<file path="src/rtl/link_pkg.sv">
// Constants shared by the link transmitter muxer and the receive-side output_demuxer.
package link_pkg;

    localparam logic [3:0] CH_IDLE = 4'h0;
    localparam logic [3:0] CH_LO   = 4'h1;
    localparam logic [3:0] CH_MID  = 4'h2;
    localparam logic [3:0] CH_HI   = 4'h3;

    localparam logic [7:0] FILLER_BYTE = 8'hEE;

    localparam logic [1:0] ERR_BADCH   = 2'b01;
    localparam logic [1:0] ERR_DUP     = 2'b10;
    localparam logic [1:0] ERR_TIMEOUT = 2'b11;

    typedef enum logic {
        StIdle,
        StCollect
    } demux_state_e;

    // Seen-mask bit for a data channel; zero for idle and illegal tags.
    function automatic logic [2:0] ch_onehot(input logic [3:0] ch);
        case (ch)
            CH_LO:   return 3'b001;
            CH_MID:  return 3'b010;
            CH_HI:   return 3'b100;
            default: return 3'b000;
        endcase
    endfunction

endpackage

</file>
<file path="src/rtl/frame_timeout.sv">
// Mid-frame stall counter: expires on the tick that would bring the count to TIMEOUT.
module frame_timeout #(
    parameter int unsigned TIMEOUT = 255
) (
    input  logic clk,
    input  logic arst,
    input  logic clear,
    input  logic tick,
    output logic expired
);

    localparam int unsigned Width = $clog2(TIMEOUT + 1);

    logic [Width-1:0] cnt_q;

    assign expired = tick && !clear && (cnt_q == Width'(TIMEOUT - 1));

    always_ff @(posedge clk) begin
        if (arst) begin
            cnt_q <= '0;
        end else if (clear || expired) begin
            cnt_q <= '0;
        end else if (tick) begin
            cnt_q <= cnt_q + 1'b1;
        end
    end

endmodule

</file>
<file path="src/rtl/output_demuxer.sv">
// Reassembles channel-tagged bytes into 24-bit words and flags bad/duplicate/stalled frames.
// Define OUTPUT_DEMUXER_TIMEOUT_EN to enable the mid-frame timeout (err_code 11).
module output_demuxer
    import link_pkg::*;
#(
    parameter int unsigned TIMEOUT = 255
) (
    input  logic        clk,
    input  logic        arst,
    input  logic        in_valid,
    input  logic [3:0]  channel,
    input  logic [7:0]  input_data,
    output logic [23:0] output_data,
    output logic        out_valid,
    output logic        err,
    output logic [1:0]  err_code
);

    demux_state_e    state_q, state_d;
    logic [2:0]      mask_q, mask_d;
    logic [2:0][7:0] slots_q, slots_d, slots_wr;
    logic [23:0]     output_data_q, output_data_d;
    logic            out_valid_q, out_valid_d;
    logic            err_q, err_d;
    logic [1:0]      err_code_q, err_code_d;

    logic [2:0] ch_bit;
    logic [1:0] idx;
    logic       accepted, illegal, dup, complete, timeout;

    assign ch_bit   = ch_onehot(channel);
    assign idx      = channel[1:0] - 2'd1;
    assign accepted = in_valid && (ch_bit != 3'b000);
    assign illegal  = in_valid && (channel > CH_HI);
    assign dup      = accepted && (state_q == StCollect) && ((mask_q & ch_bit) != 3'b000);
    assign complete = accepted && !dup && ((mask_q | ch_bit) == 3'b111);

`ifdef OUTPUT_DEMUXER_TIMEOUT_EN
    frame_timeout #(
        .TIMEOUT (TIMEOUT)
    ) u_frame_timeout (
        .clk     (clk),
        .arst    (arst),
        .clear   (accepted || (state_q == StIdle)),
        .tick    ((state_q == StCollect) && !accepted),
        .expired (timeout)
    );
`else
    logic unused_timeout;
    assign unused_timeout = ^TIMEOUT;
    assign timeout        = 1'b0;
`endif

    always_comb begin
        slots_wr = slots_q;
        if (accepted) begin
            slots_wr[idx] = input_data;
        end
    end

    always_ff @(posedge clk) begin
        if (arst) begin
            state_q       <= StIdle;
            mask_q        <= '0;
            slots_q       <= '0;
            output_data_q <= '0;
            out_valid_q   <= 1'b0;
            err_q         <= 1'b0;
            err_code_q    <= 2'b00;
        end else begin
            state_q       <= state_d;
            mask_q        <= mask_d;
            slots_q       <= slots_d;
            output_data_q <= output_data_d;
            out_valid_q   <= out_valid_d;
            err_q         <= err_d;
            err_code_q    <= err_code_d;
        end
    end

    always_comb begin
        state_d = state_q;
        mask_d  = mask_q;
        slots_d = slots_wr;
        if (accepted) begin
            if (complete) begin
                mask_d  = 3'b000;
                state_d = StIdle;
            end else if (dup) begin
                mask_d  = ch_bit;
                state_d = StCollect;
            end else begin
                mask_d  = mask_q | ch_bit;
                state_d = StCollect;
            end
        end else if (timeout) begin
            mask_d  = 3'b000;
            state_d = StIdle;
        end
    end

    // A timeout in the same cycle as an illegal tag reports the timeout.
    always_comb begin
        output_data_d = output_data_q;
        out_valid_d   = 1'b0;
        err_d         = 1'b0;
        err_code_d    = err_code_q;
        if (complete) begin
            output_data_d = slots_wr;
            out_valid_d   = 1'b1;
        end else if (dup) begin
            err_d      = 1'b1;
            err_code_d = ERR_DUP;
        end else if (timeout) begin
            err_d      = 1'b1;
            err_code_d = ERR_TIMEOUT;
        end else if (illegal) begin
            err_d      = 1'b1;
            err_code_d = ERR_BADCH;
        end
    end

    assign output_data = output_data_q;
    assign out_valid   = out_valid_q;
    assign err         = err_q;
    assign err_code    = err_code_q;

endmodule

</file>
<file path="config.mk">
export PLATFORM = sky130hd
export DESIGN_NAME = output_demuxer
export DESIGN_NICKNAME = d
export VERILOG_FILES = /design/src/rtl/link_pkg.sv /design/src/rtl/frame_timeout.sv /design/src/rtl/output_demuxer.sv
export SDC_FILE = /design/constraint.sdc
export NUM_CORES = 1
export LEC_CHECK = 0
export CAP_MARGIN = 10
export CORE_MARGIN = 5
export CORE_UTILIZATION = 57
export CTS_BUF_LIST = sky130_fd_sc_hd__clkbuf_8
export CTS_CLUSTER_SIZE = 20
export DETAILED_ROUTE_END_ITERATION = 8
export HOLD_SLACK_MARGIN = 0.12
export PLACE_DENSITY = 0.87
export REMOVE_ABC_BUFFERS = 1
export SYNTH_ARGS = -nofsm -noshare
export SYNTH_HDL_FRONTEND = slang
export SYNTH_SLANG_ARGS = --single-unit
</file>
<file path="constraint.sdc">
create_clock -name clk -period 3.4 [get_ports clk]
set_clock_uncertainty 0.1 [all_clocks]
set_input_delay 0.68 -clock clk [delete_from_list [all_inputs] [get_ports clk]]
set_output_delay 0.68 -clock clk [all_outputs]
set_load 0.05 [all_outputs]
</file>
== Word level (Yosys, flattened, before mapping) ==
Cells that the tools add are included.

* Register bits: 56
* Input bits: 15
* Logic and storage cells: 46

* Add/subtract/negate cells: 1
* Magnitude comparators: 3
* Equal/unequal tests: 4
* Mux-type cells: 13
* Bitwise logic cells: 3
* Reductions and logical operators: 13

{| class="wikitable"
|+ Operators by type and width
! kind !! number
|-
| 24-bit bitwise mux || 1
|-
| 24-bit two-way mux || 1
|-
| 8-bit demux with 2-bit select || 1
|-
| 3-bit one-hot mux with 3 select lines || 1
|-
| 4-bit by 2-bit equality test with 1-bit output, second input constant || 2
|-
| 8-bit two-way mux || 1
|-
| 1-bit logical AND || 7
|-
| 3-bit two-way mux || 2
|-
| 3-bit nonzero test || 2
|-
| 4-bit by 1-bit equality test with 1-bit output, second input constant || 1
|-
| 4-bit by 2-bit > comparator with 1-bit output, second input constant || 1
|-
| 1-bit two-way mux || 4
|-
| 2-bit two-way mux || 2
|-
| 3-bit bitwise AND || 1
|-
| 3-bit equality test, second input constant || 1
|-
| 2-bit by 3-bit less-than comparator with 1-bit output, second input constant || 1
|-
| 3-bit bitwise OR || 1
|-
| 2-bit by 1-bit >= comparator with 1-bit output, second input constant || 1
|-
| 2-bit AND reduction || 1
|-
| 2-bit nonzero test || 1
|-
| 2-bit OR reduction || 1
|-
| 2-bit by 1-bit subtractor with 2-bit output, second input constant || 1
|-
| 1-bit logical NOT || 1
|-
| 1-bit NOT || 1
|}

== Depth between registers and ports, before layout ==
Gate-level depths: netlist (run 1).

* Depth in word-level cells: 11
* Gate-level depth with buffers: 7

== Worst setup path before layout (run 1) ==
OpenSTA, ideal clock, no wires.

* Path kind: input to register
* From: in channel[1]
* To: reg output_data_q[21], in the netlist output_data[21]
* Arrival time: 1.979 ns
* Required time: 3.220 ns
* Setup slack: 1.242 ns
* Stages on the path: 7
* Path buffers: 2
* Cell sequence: buf_4 > nor2b_2 > a32oi_2 > nor4_4 > buf_6 > nor2_1 > a211oi_2

* Cells in the longest elaborated chain, start to end: 9

{| class="wikitable"
|+ RTL lines
! item !! RTL line !! source
|-
| from (decl) || output_demuxer.sv:11 || <nowiki>input logic [3:0] channel,</nowiki>
|-
| branches (longest 9 deep; another with 2-bit by 3-bit less-than comparator with 1-bit output) || n/a ||
|-
| to (signal assigned) || output_demuxer.sv:74 || <nowiki>output_data_q <= output_data_d;</nowiki>
|-
| to (decl) || output_demuxer.sv:22 || <nowiki>logic [23:0] output_data_q, output_data_d;</nowiki>
|}

Several ways; the timed one is not identified.
A chain may end at the register's enable or synchronous reset.

== Worst setup path after layout (run 1) ==
* From: in channel[1]
* To: reg output_data_q[15], in the netlist output_data[15]

The elaborated chain is that of the path after synthesis.

==> impl_results.md, run 1 <==
* Status: completed
* Yosys top cell area share at 0.509
* Die Ht at 72.1 µm
* Sink Count at 56
* Hold Crit Class: flip-flop to flip-flop
* Synthesized area at 2200 µm²
* Post-route DRC at 0
* Htree depth at 2
* Seq cells post-synth at 56
* Vias after detailed routing at 1603
* PnR worst setup slack at 810 ps
* Cell Pwr Density at 433 nW/µm²
* Die area at 5200 µm²
* CP Launch Type: input pin
* Cells after Synth at 208
* CP delay by family, top: buffers and inverters
* Total GRT Usage at 0.174
* Detail Route Antenna Nets at 0
* Cells on worst reg2reg path at 6
* Area Growth Syn to Fin at 25.4%
* Drt total wl at 4.27 mm
* WP buf/inv at 2
* Pins over their slew limit at 0
* Data required, critical path at 3510 ps
* Final Hold Viols at 0
* Number of global-route vias before repair at 1588
* Reg2reg setup slack at 1660 ps
* Crit. End Element: flip-flop
* TritonCTS clock tree: done
* Number of synthesized flops with an enable pin at 0
* Crit-path max cell delay at 660 ps
* Drt pass-1 iters at 4
* Wire per inst at 14.5 µm
* Initial antenna violation count at 0
* Sum of negative setup slack at 0 ps
* Fin util at 0.748
* RD Place Congestion at 0.715
* Peak supply drop at 0.000300 V
* Crit path DAT at 2700 ps
* Worst-path cell chain: clkdlybuf4s50_1 > nor2b_2 > a32oi_2 > nor4_4 > buf_12 > nor2_1 > a211oi_2
* Prevailing post-synth register cell: dfxtp_1
* Hold path endpoint: slots_q[1]$_SDFF_PP0_
* Hpwl dp at 2.78 mm
* Min-delay src: slots_q[1]$_SDFF_PP0_
* Ports at 43
* Fmax at 386 MHz
* Ys Warns at 0
* Max Buffers Root-to-Sink at 2
* Root Buffer: clkbuf_8
* CP max-delay cell: clkdlybuf4s50_1
* Final period util at 0.762
* Least-Margin Pin Slew at 936 ps
* Gr ovfl total at 0
* First-pass GRT wire length at 7.19 mm
* Postcts setup bufs at 0
* Number of diodes at 0
* Nets at 261
* Worst r2r src: mask_q[2]$_SDFFE_PP0N_
* Reg clk slew, reported paths at 90 ps
* Top cells by area, synth: dfxtp_1 (51%), a211oi_2 (13%), mux2i_1 (12%), nor2_1 (9.2%), buf_6 (1.5%)
* WS Path Type: input pin to flip-flop
* Dominant cell type by area after synthesis: dfxtp_1
* Synth cell types at 28
* Hold Path Cell Cnt at 2
* CTS Buf Count at 5
* # rows at 22
* Clk Latency, worst-skew pair at 300 ps
* RSZ-0062 raised after global routing: no
* Layout cell share with drive strength beyond 1 at 0.166
* Initial DRC Count at 58
* Static Leak at 1.04 nW
* Post-CTS Hold Fix Bufs at 0
* Syn avg cell area at 10.6 µm²
* Final Setup Violations at 0
* Dpl ws at 529 ps
* Min Tclk post-route at 2590 ps
* PortBufs at 42
* Largest net degree at the start of global routing at 53
* Max_cap viols at 0
* Sequential share of the synthesized area at 0.509
* Power Total at 1.20 mW
* Core area at 3690 µm²
* Worst-path maximum fanout at 52
* Initial Utilization at 0.597
* Worst slew margin at 0.376
* Asr flop ratio synth at 0
* Chip width at 72.1 µm
* Via density at 5.43
* CTS resizes at 0
* Critical R2R Capture: output_data[15]$_SDFFE_PP0P_
-- worst reg2reg max path, cell delays in order, from the launching register on --
cell and delay (ps):
dfxtp_1 350, mux2i_1 180, o21ai_2 160, nor4_4 220, buf_12 300, nor2_1 130
a211oi_2 210
-- metrics by stage --
stage,hold slack (ps),cells,cell area (µm²)
after floorplan,357,192,2100
after global placement,368,287,2630
after detailed placement,381,287,2630
after CTS,403,295,2760
after global routing,429,295,2760
final,399,295,2760
-- cells in the mapped netlist (4+ instances only) --
master	number
mux2i_1	26
nor2_1	54
dfxtp_1	56
a211oi_2	22
nand2_1	4
clkbuf_1	7
-- layout make-up --
type	instances	area, µm²
multi-input combinational	136	987
tap	48	60.1
timing repair buffer	47	465
fill	282	928
clock inverter	1	30.0
clock buffer	7	96.3
sequential	56	1120
-- worst max path at each step --
stage | startpoint | cells after the start | end
6_report | channel[1] | 7 | output_data[15]$_SDFFE_PP0P_
5_1_grt | channel[1] | 7 | output_data[9]$_SDFFE_PP0P_
4_1_cts | channel[1] | 7 | output_data[15]$_SDFFE_PP0P_
3_3_place_gp | channel[1] | 7 | output_data[17]$_SDFFE_PP0P_
2_1_floorplan | channel[3] | 5 | output_data[10]$_SDFFE_PP0P_
3_5_place_dp | channel[1] | 7 | output_data[23]$_SDFFE_PP0P_
-- state kept, by name, indices dropped and copies added (netlist names) --
name	flops
output_data	24
slots_q	24
mask_q	3
err_code	2
err	1
out_valid	1
state_q	1
-- report_power, final --
group          total (mW)  leakage (nW)  switching, mW  internal (mW)
Clock               0.457        0.0645          0.197          0.260
Combinational      0.0735         0.521         0.0426         0.0309
Sequential          0.665         0.452        0.00296          0.662
-- cells by family (layout without fill, tap and decap cells) --
| kind of cell | after synthesis | count (layout) | synth area share |
|---|---|---|---|
| simple gates | 74 | 74 | 0.153 |
| buf+inv | 16 | 55 | 0.0443 |
| mux | 26 | 26 | 0.118 |
| flops | 56 | 56 | 0.509 |
| compound gates | 36 | 36 | 0.175 |
-- cell usage in the layout (no fill, tap or decap) --
| cell type | instances |
|---|---|
| a21oi_1 | 3 |
| nor3b_2 | 1 |
| a32oi_2 | 1 |
| dfxtp_1 | 56 |
| o21a_1 | 1 |
| and2_1 | 1 |
| o211a_1 | 1 |
| nor2b_1 | 3 |
| o21ai_2 | 1 |
| nor2b_2 | 1 |
| nor3b_1 | 2 |
| a21o_1 | 1 |
| o32ai_1 | 2 |
| mux2i_1 | 26 |
| nand4b_1 | 1 |
| nor2_1 | 54 |
| bufinv_16 | 1 |
| buf_4 | 4 |
| o21bai_1 | 1 |
| clkdlybuf4s50_1 | 41 |
| o21ai_0 | 1 |
| clkbuf_8 | 7 |
| a211oi_2 | 22 |
| nand2b_1 | 2 |
| a211oi_1 | 2 |
| nand2_1 | 4 |
| buf_2 | 1 |
| buf_12 | 1 |
| nand3_1 | 1 |
| nor4_4 | 1 |
| nor3_1 | 3 |
-- metal layers --
| metal | track usage | vias up | share of wire |
|---|---|---|---|
| li1 | - | 794 | - |
| met1 | 0.213 | 769 | 0.43 |
| met2 | 0.289 | 32 | 0.50 |
| met3 | 0.0388 | 8 | 0.048 |
| met4 | 0.0835 | 0 | 0.017 |
| met5 | 0 | - | 0 |
Power figures use the tool's default switching activity.
==> run 2, diff against run 1 <==
Settings changed: CORE_UTILIZATION 57 to 48, PLACE_DENSITY 0.87 to 0.78.
Clock period 3.4 ns to 2.3 ns, I/O delays scaled along.
==> run 2 against run 1 <==
Clock-buffer cell count decreased by 1; die area up 16%; critical endpoint is now output_data[22]$_SDFFE_PP0P_; worst setup slack lost 680 ps; hold slack lost 0.76 ps.
==> impl_results.md, run 2 (synthesis gave the netlist of run 1 again) <==
* Most common cell after layout, fill and taps aside: dfxtp_1
* TritonCTS clock tree: done
* Clk Latency, worst-skew pair at 300 ps (about the same)
* Final Setup Violations at 0 (unchanged)
* Data required, critical path at 2430 ps (-1080 ps)
* Min Tclk post-route at 2170 ps
* Setup crit start: channel[3]
* Worst slew margin at 0.644 (+0.268)
* Fin util at 0.666 (-0.0822)
* Crit path to: output_data[22]$_SDFFE_PP0P_
* Hpwl dp at 3.12 mm (+12%)
* Number of diodes at 0 (unchanged)
* RD Place Congestion at 0.746 (+4.3%)
* Vias after detailed routing at 1656 (+3.3%)
* CTS Buf Count at 5 (unchanged)
* Critical R2R Capture: output_data[22]$_SDFFE_PP0P_
* Pins over their slew limit at 0 (unchanged)
* Crit. End Element: flip-flop
* Die Ht at 77.7 µm (+7.7%)
* Static Leak at 1.16 nW (+12%)
* Post-route DRC at 0 (unchanged)
* Ports at 43 (unchanged)
* Initial DRC Count at 89 (+53%)
* Area Growth Syn to Fin at 33.6%
* Number of global-route vias before repair at 1670 (+5.2%)
* Fmax at 461 MHz
* Detail Route Antenna Nets at 0 (unchanged)
* Chip width at 77.7 µm (+7.7%)
* Drt pass-1 iters at 4 (unchanged)
* Reg2reg setup slack at 630 ps (-1030 ps)
* Final period util at 0.943
* Least-Margin Pin Slew at 533 ps (-403 ps)
* Switching power of the nets at 0.375 mW (+55%)
* Drt total wl at 4.38 mm (+2.5%)
* Peak supply drop at 0.000410 V (+37%)
* CTS resizes at 0 (unchanged)
* Cells on worst reg2reg path at 6 (unchanged)
* First-pass GRT wire length at 7.47 mm (+3.8%)
* Wire per inst at 13.5 µm (-6.9%)
* Sink Count at 56 (unchanged)
* Worst r2r src: mask_q[2]$_SDFFE_PP0N_
* Max Buffers Root-to-Sink at 2 (unchanged)
* RSZ-0062 raised after global routing: no
* Postcts setup bufs at 0 (unchanged)
* Htree depth at 2 (unchanged)
* Hold Path Cell Cnt at 2 (unchanged)
* Layout Cells excl Fill at 325 (+10%)
* Commonest cells after routing, fill and taps aside: dfxtp_1 (56), nor2_1 (54), clkdlybuf4s50_1 (41)
* Status: completed
* Flop pwr share at 0.595 (+0.039)
* Sw frac at 0.227 (+0.0240)
* Logic gate share of total power at 0.076 (+0.014)
* Root Buffer: clkbuf_8
* Reg clk slew, reported paths at 90 ps (about the same)
* Via density at 5.10 (-6.2%)
* Gr ovfl total at 0 (unchanged)
* Internal power at 1.28 mW (+34%)
* Cell Pwr Density at 562 nW/µm² (+30%)
* Dpl cells at 317 (+10%)
* Max_cap viols at 0 (unchanged)
* Layout cell share with drive strength beyond 1 at 0.242 (+0.0758)
* WS Path Type: input pin to flip-flop
* Dpl ws at -173 ps (-702 ps)
* Power Total at 1.65 mW (+38%)
* Total GRT Usage at 0.148 (-0.0264)
* Clock share of power at 0.330 (-0.052)
* CP Launch Type: input pin
* Post-CTS Hold Fix Bufs at 0 (unchanged)
* # rows at 24 (+9.1%)
* Final Hold Viols at 0 (unchanged)
* Core area at 4410 µm² (+20%)
* Hold Crit Class: flip-flop to flip-flop
* PnR worst setup slack at 132 ps (-678 ps)
* Initial antenna violation count at 0 (unchanged)
* PortBufs at 42 (unchanged)
* Die area at 6040 µm² (+16%)
* Nets at 287 (+10%)
* Worst-path maximum fanout at 52 (unchanged)
* Crit path DAT at 2300 ps (-400 ps)
* Initial Utilization at 0.499 (-0.0981)
* Largest net degree at the start of global routing at 53 (unchanged)
## run 2: worst min-delay path by stage
stage	from	end	slack (ps)
4_1_cts	err_code[0]$_SDFFE_PP0P_	err_code[0]$_SDFFE_PP0P_	400
3_5_place_dp	err_code[0]$_SDFFE_PP0P_	err_code[0]$_SDFFE_PP0P_	380
2_1_floorplan	slots_q[0]$_SDFF_PP0_	slots_q[0]$_SDFF_PP0_	360
5_1_grt	err_code[0]$_SDFFE_PP0P_	err_code[0]$_SDFFE_PP0P_	430
6_report	err_code[0]$_SDFFE_PP0P_	err_code[0]$_SDFFE_PP0P_	400
3_3_place_gp	err_code[0]$_SDFFE_PP0P_	err_code[0]$_SDFFE_PP0P_	370
## run 2: per-stage QoR
stage	setup TNS (ps)	area, µm²	hold slack [ps]
2_1_floorplan	-23000	2100	357
3_3_place_gp	-2300	2850	372
3_5_place_dp	-4710	2850	380
4_1_cts	0	2940	402
5_1_grt	0	2940	432
6_report	0	2940	398
## run 2: worst max-delay path, cell delays in order
cell	delay [ps]
clkdlybuf4s50_1	420
nor2_1	260
nand2_1	190
nor4_4	370
buf_12	280
nor2_1	100
a211oi_2	180
## run 2: layout make-up
cell class / count / area (µm²)
Sequential cell: 56 / 1120
Clock buffer: 6 / 82.6
Timing Repair Buffer: 73 / 673
Tap cell: 52 / 65.1
Multi-Input combinational cell: 136 / 987
Clock inverter: 2 / 11.3
Fill cell: 369 / 1470
## run 2: layer usage
metal / part of all wire / GRT usage
met1: 0.48 / 0.188
met2: 0.46 / 0.225
met3: 0.059 / 0.0556
met4: 0.0094 / 0.0619
met5: 0 / 0
## run 2: power by group through the flow
stage	clock network [mW]	registers, mW	logic (mW)
final	0.545	0.983	0.125
after global routing	0.612	0.985	0.134
after CTS	0.561	0.983	0.126
after detailed placement	0	1.01	0.125
after global placement	0	1.01	0.124
after floorplan	0	1.01	0.0348
==> run 3, diff against run 2 <==
Settings changed: GPL_TIMING_DRIVEN set to 0.
==> run 3 against run 2 <==
First-iteration DRC count is 22% lower; critical path type unchanged; total power is 2.3% higher; clock-buffer cell count is 1 lower; sequential power hardly changed; via count is 6.0% lower; die area stayed put.
==> impl_results.md, run 3 (synthesis gave the netlist of run 1 again) <==
* Status: completed
* Least-Margin Pin Slew at 647 ps (+114 ps)
* Initial DRC Count at 69 (-22%)
* FF/Latch Area at 1120 µm² (unchanged)
* Die area at 6040 µm² (unchanged)
* PortBufs at 42 (unchanged)
* Dpl ws at -768 ps (-595 ps)
* Fin Hold WS at 404 ps (+6.14 ps)
* Reg clk slew, reported paths at 90 ps (about the same)
* Flop pwr share at 0.581 (-0.014)
* Hpwl dp at 2.82 mm (-9.5%)
* First-pass GRT wire length at 7.20 mm (-3.6%)
* Detail Route Antenna Nets at 0 (unchanged)
* Htree depth at 2 (unchanged)
* Static Leak at 1.05 nW (-9.2%)
* Min Tclk post-route at 2170 ps (+0.477 ps)
* Nets at 263 (-8.4%)
* Worst slew margin at 0.569 (-0.0749)
* Final Cell Area at 2790 µm² (-5.1%)
* Vias after detailed routing at 1557 (-6.0%)
* CTS Buf Count at 5 (unchanged)
* Hold Crit Class: flip-flop to flip-flop
* Wire per inst at 13.8 µm (+2.8%)
* Layout cell share with drive strength beyond 1 at 0.178 (-0.0636)
* Max_cap viols at 0 (unchanged)
* Internal power at 1.34 mW (+4.6%)
* Max Buffers Root-to-Sink at 2 (unchanged)
* Crit path DAT at 2290 ps (about the same)
* Most common cell after layout, fill and taps aside: dfxtp_1
* Final Setup Violations at 0 (unchanged)
* Final period util at 0.943 (about the same)
* Sum of negative setup slack at 0 ps (unchanged)
* Number of diodes at 0 (unchanged)
* RSZ-0062 raised after global routing: no
* Cell Pwr Density at 606 nW/µm² (+7.8%)
* Commonest cells after routing, fill and taps aside: dfxtp_1 (56), nor2_1 (53), clkdlybuf4s50_1 (39)
* Post-route DRC at 0 (unchanged)
* Fmax at 461 MHz (about the same)
* RD Place Congestion at 0.790 (+6.0%)
* Pins over their slew limit at 0 (unchanged)
* Initial Utilization at 0.499 (unchanged)
* Worst-path maximum fanout at 16 (-69%)
* PnR worst setup slack at 132 ps (-0.477 ps)
* Crit. End Element: flip-flop
* Switching power of the nets at 0.354 mW (-5.5%)
* Peak supply drop at 0.000468 V (+14%)
* Drt total wl at 4.14 mm (-5.4%)
* WS Path Type: input pin to flip-flop
* Area Growth Syn to Fin at 26.8%
* Post-CTS Hold Fix Bufs at 0 (unchanged)
* Placed Area at 2650 µm² (-6.9%)
* Root Buffer: clkbuf_8
* Total GRT Usage at 0.144 (-0.00403)
* Gr ovfl total at 0 (unchanged)
* Ports at 43 (unchanged)
* Multi-input logic area at 1000 µm² (+1.4%)
* TritonCTS clock tree: done
* CP Launch Type: input pin
* Number of global-route vias before repair at 1587 (-5.0%)
* Logic gate share of total power at 0.066 (-0.010)
* Drt pass-1 iters at 4 (unchanged)
* # rows at 24 (unchanged)
* Clock share of power at 0.354 (+0.024)
* Chip width at 77.7 µm (unchanged)
* # fillers at 392 (+6.2%)
* Initial antenna violation count at 0 (unchanged)
* Core area at 4410 µm² (unchanged)
* Via density at 5.21 (+2.2%)
* Data required, critical path at 2420 ps (about the same)
* Final Hold Viols at 0 (unchanged)
* Largest net degree at the start of global routing at 31 (-42%)
* Die Ht at 77.7 µm (unchanged)
* Clk Latency, worst-skew pair at 300 ps (about the same)
* Sink Count at 56 (unchanged)
* Sw frac at 0.209 (-0.0174)
==> run 3: final timing paths <==
| kind | startpoint | to | slack (ps) | cells past startpoint |
|---|---|---|---|---|
| worst max-delay path | channel[3] | output_data[5]$_SDFFE_PP0P_ | 130 | 8 |
| worst min-delay path | slots_q[1]$_SDFF_PP0_ | slots_q[1]$_SDFF_PP0_ | 400 | 2 |
| worst max register to register | mask_q[2]$_SDFFE_PP0N_ | output_data[5]$_SDFFE_PP0P_ | 370 | 7 |
| worst min register to register | slots_q[1]$_SDFF_PP0_ | slots_q[1]$_SDFF_PP0_ | 400 | 2 |
==> run 3: final cells by class <==
| type | instances | area share |
|---|---|---|
| Tap cell | 52 | 0.0233 |
| Clock buffer | 5 | 0.0247 |
| Clock inverter | 1 | 0.0108 |
| Sequential cell | 56 | 0.402 |
| Multi-Input combinational cell | 136 | 0.359 |
| Timing Repair Buffer | 49 | 0.181 |
==> run 3: per-layer routing <==
| metal | part of all wire | vias up | track usage |
|---|---|---|---|
| met4 | 0.0053 | 0 | 0.0412 |
| met5 | 0 | - | 0 |
| met2 | 0.48 | 33 | 0.239 |
| li1 | - | 800 | - |
| met1 | 0.47 | 722 | 0.180 |
| met3 | 0.054 | 2 | 0.0440 |
==> run 3: stage by stage <==
stage / total power [mW] / utilization / cells
after detailed placement: 1.12 / 0.600 / 290
after floorplan: 1.05 / - / 192
after global placement: 1.11 / 0.586 / 286
final: 1.69 / 0.632 / 299
after CTS: 1.72 / 0.633 / 299
after global routing: 1.75 / 0.632 / 299
==> run 3: timing repair <==
item,CTS,global route
gates cloned,0,0
setup endpoints to repair,36,17
setup buffers,3,0
gates resized for setup,4,3
pin swaps,2,1
==> run 3: power groups by stage <==
| stage | clock network, mW | registers [mW] | logic [mW] |
|---|---|---|---|
| CTS | 0.623 | 0.983 | 0.111 |
| finish | 0.598 | 0.983 | 0.111 |
| detailed placement | 0 | 1.01 | 0.109 |
| global placement | 0 | 1.01 | 0.105 |
| floorplan | 0 | 1.01 | 0.0348 |
| global route | 0.646 | 0.985 | 0.120 |
==> run 3: critical path: stages <==
cell and delay [ps]:
clkdlybuf4s50_1 430, nor2_2 190, nand2_1 200, nor4_4 330, buf_8 210, buf_8 180, nor2_1 70, a211oi_2 200
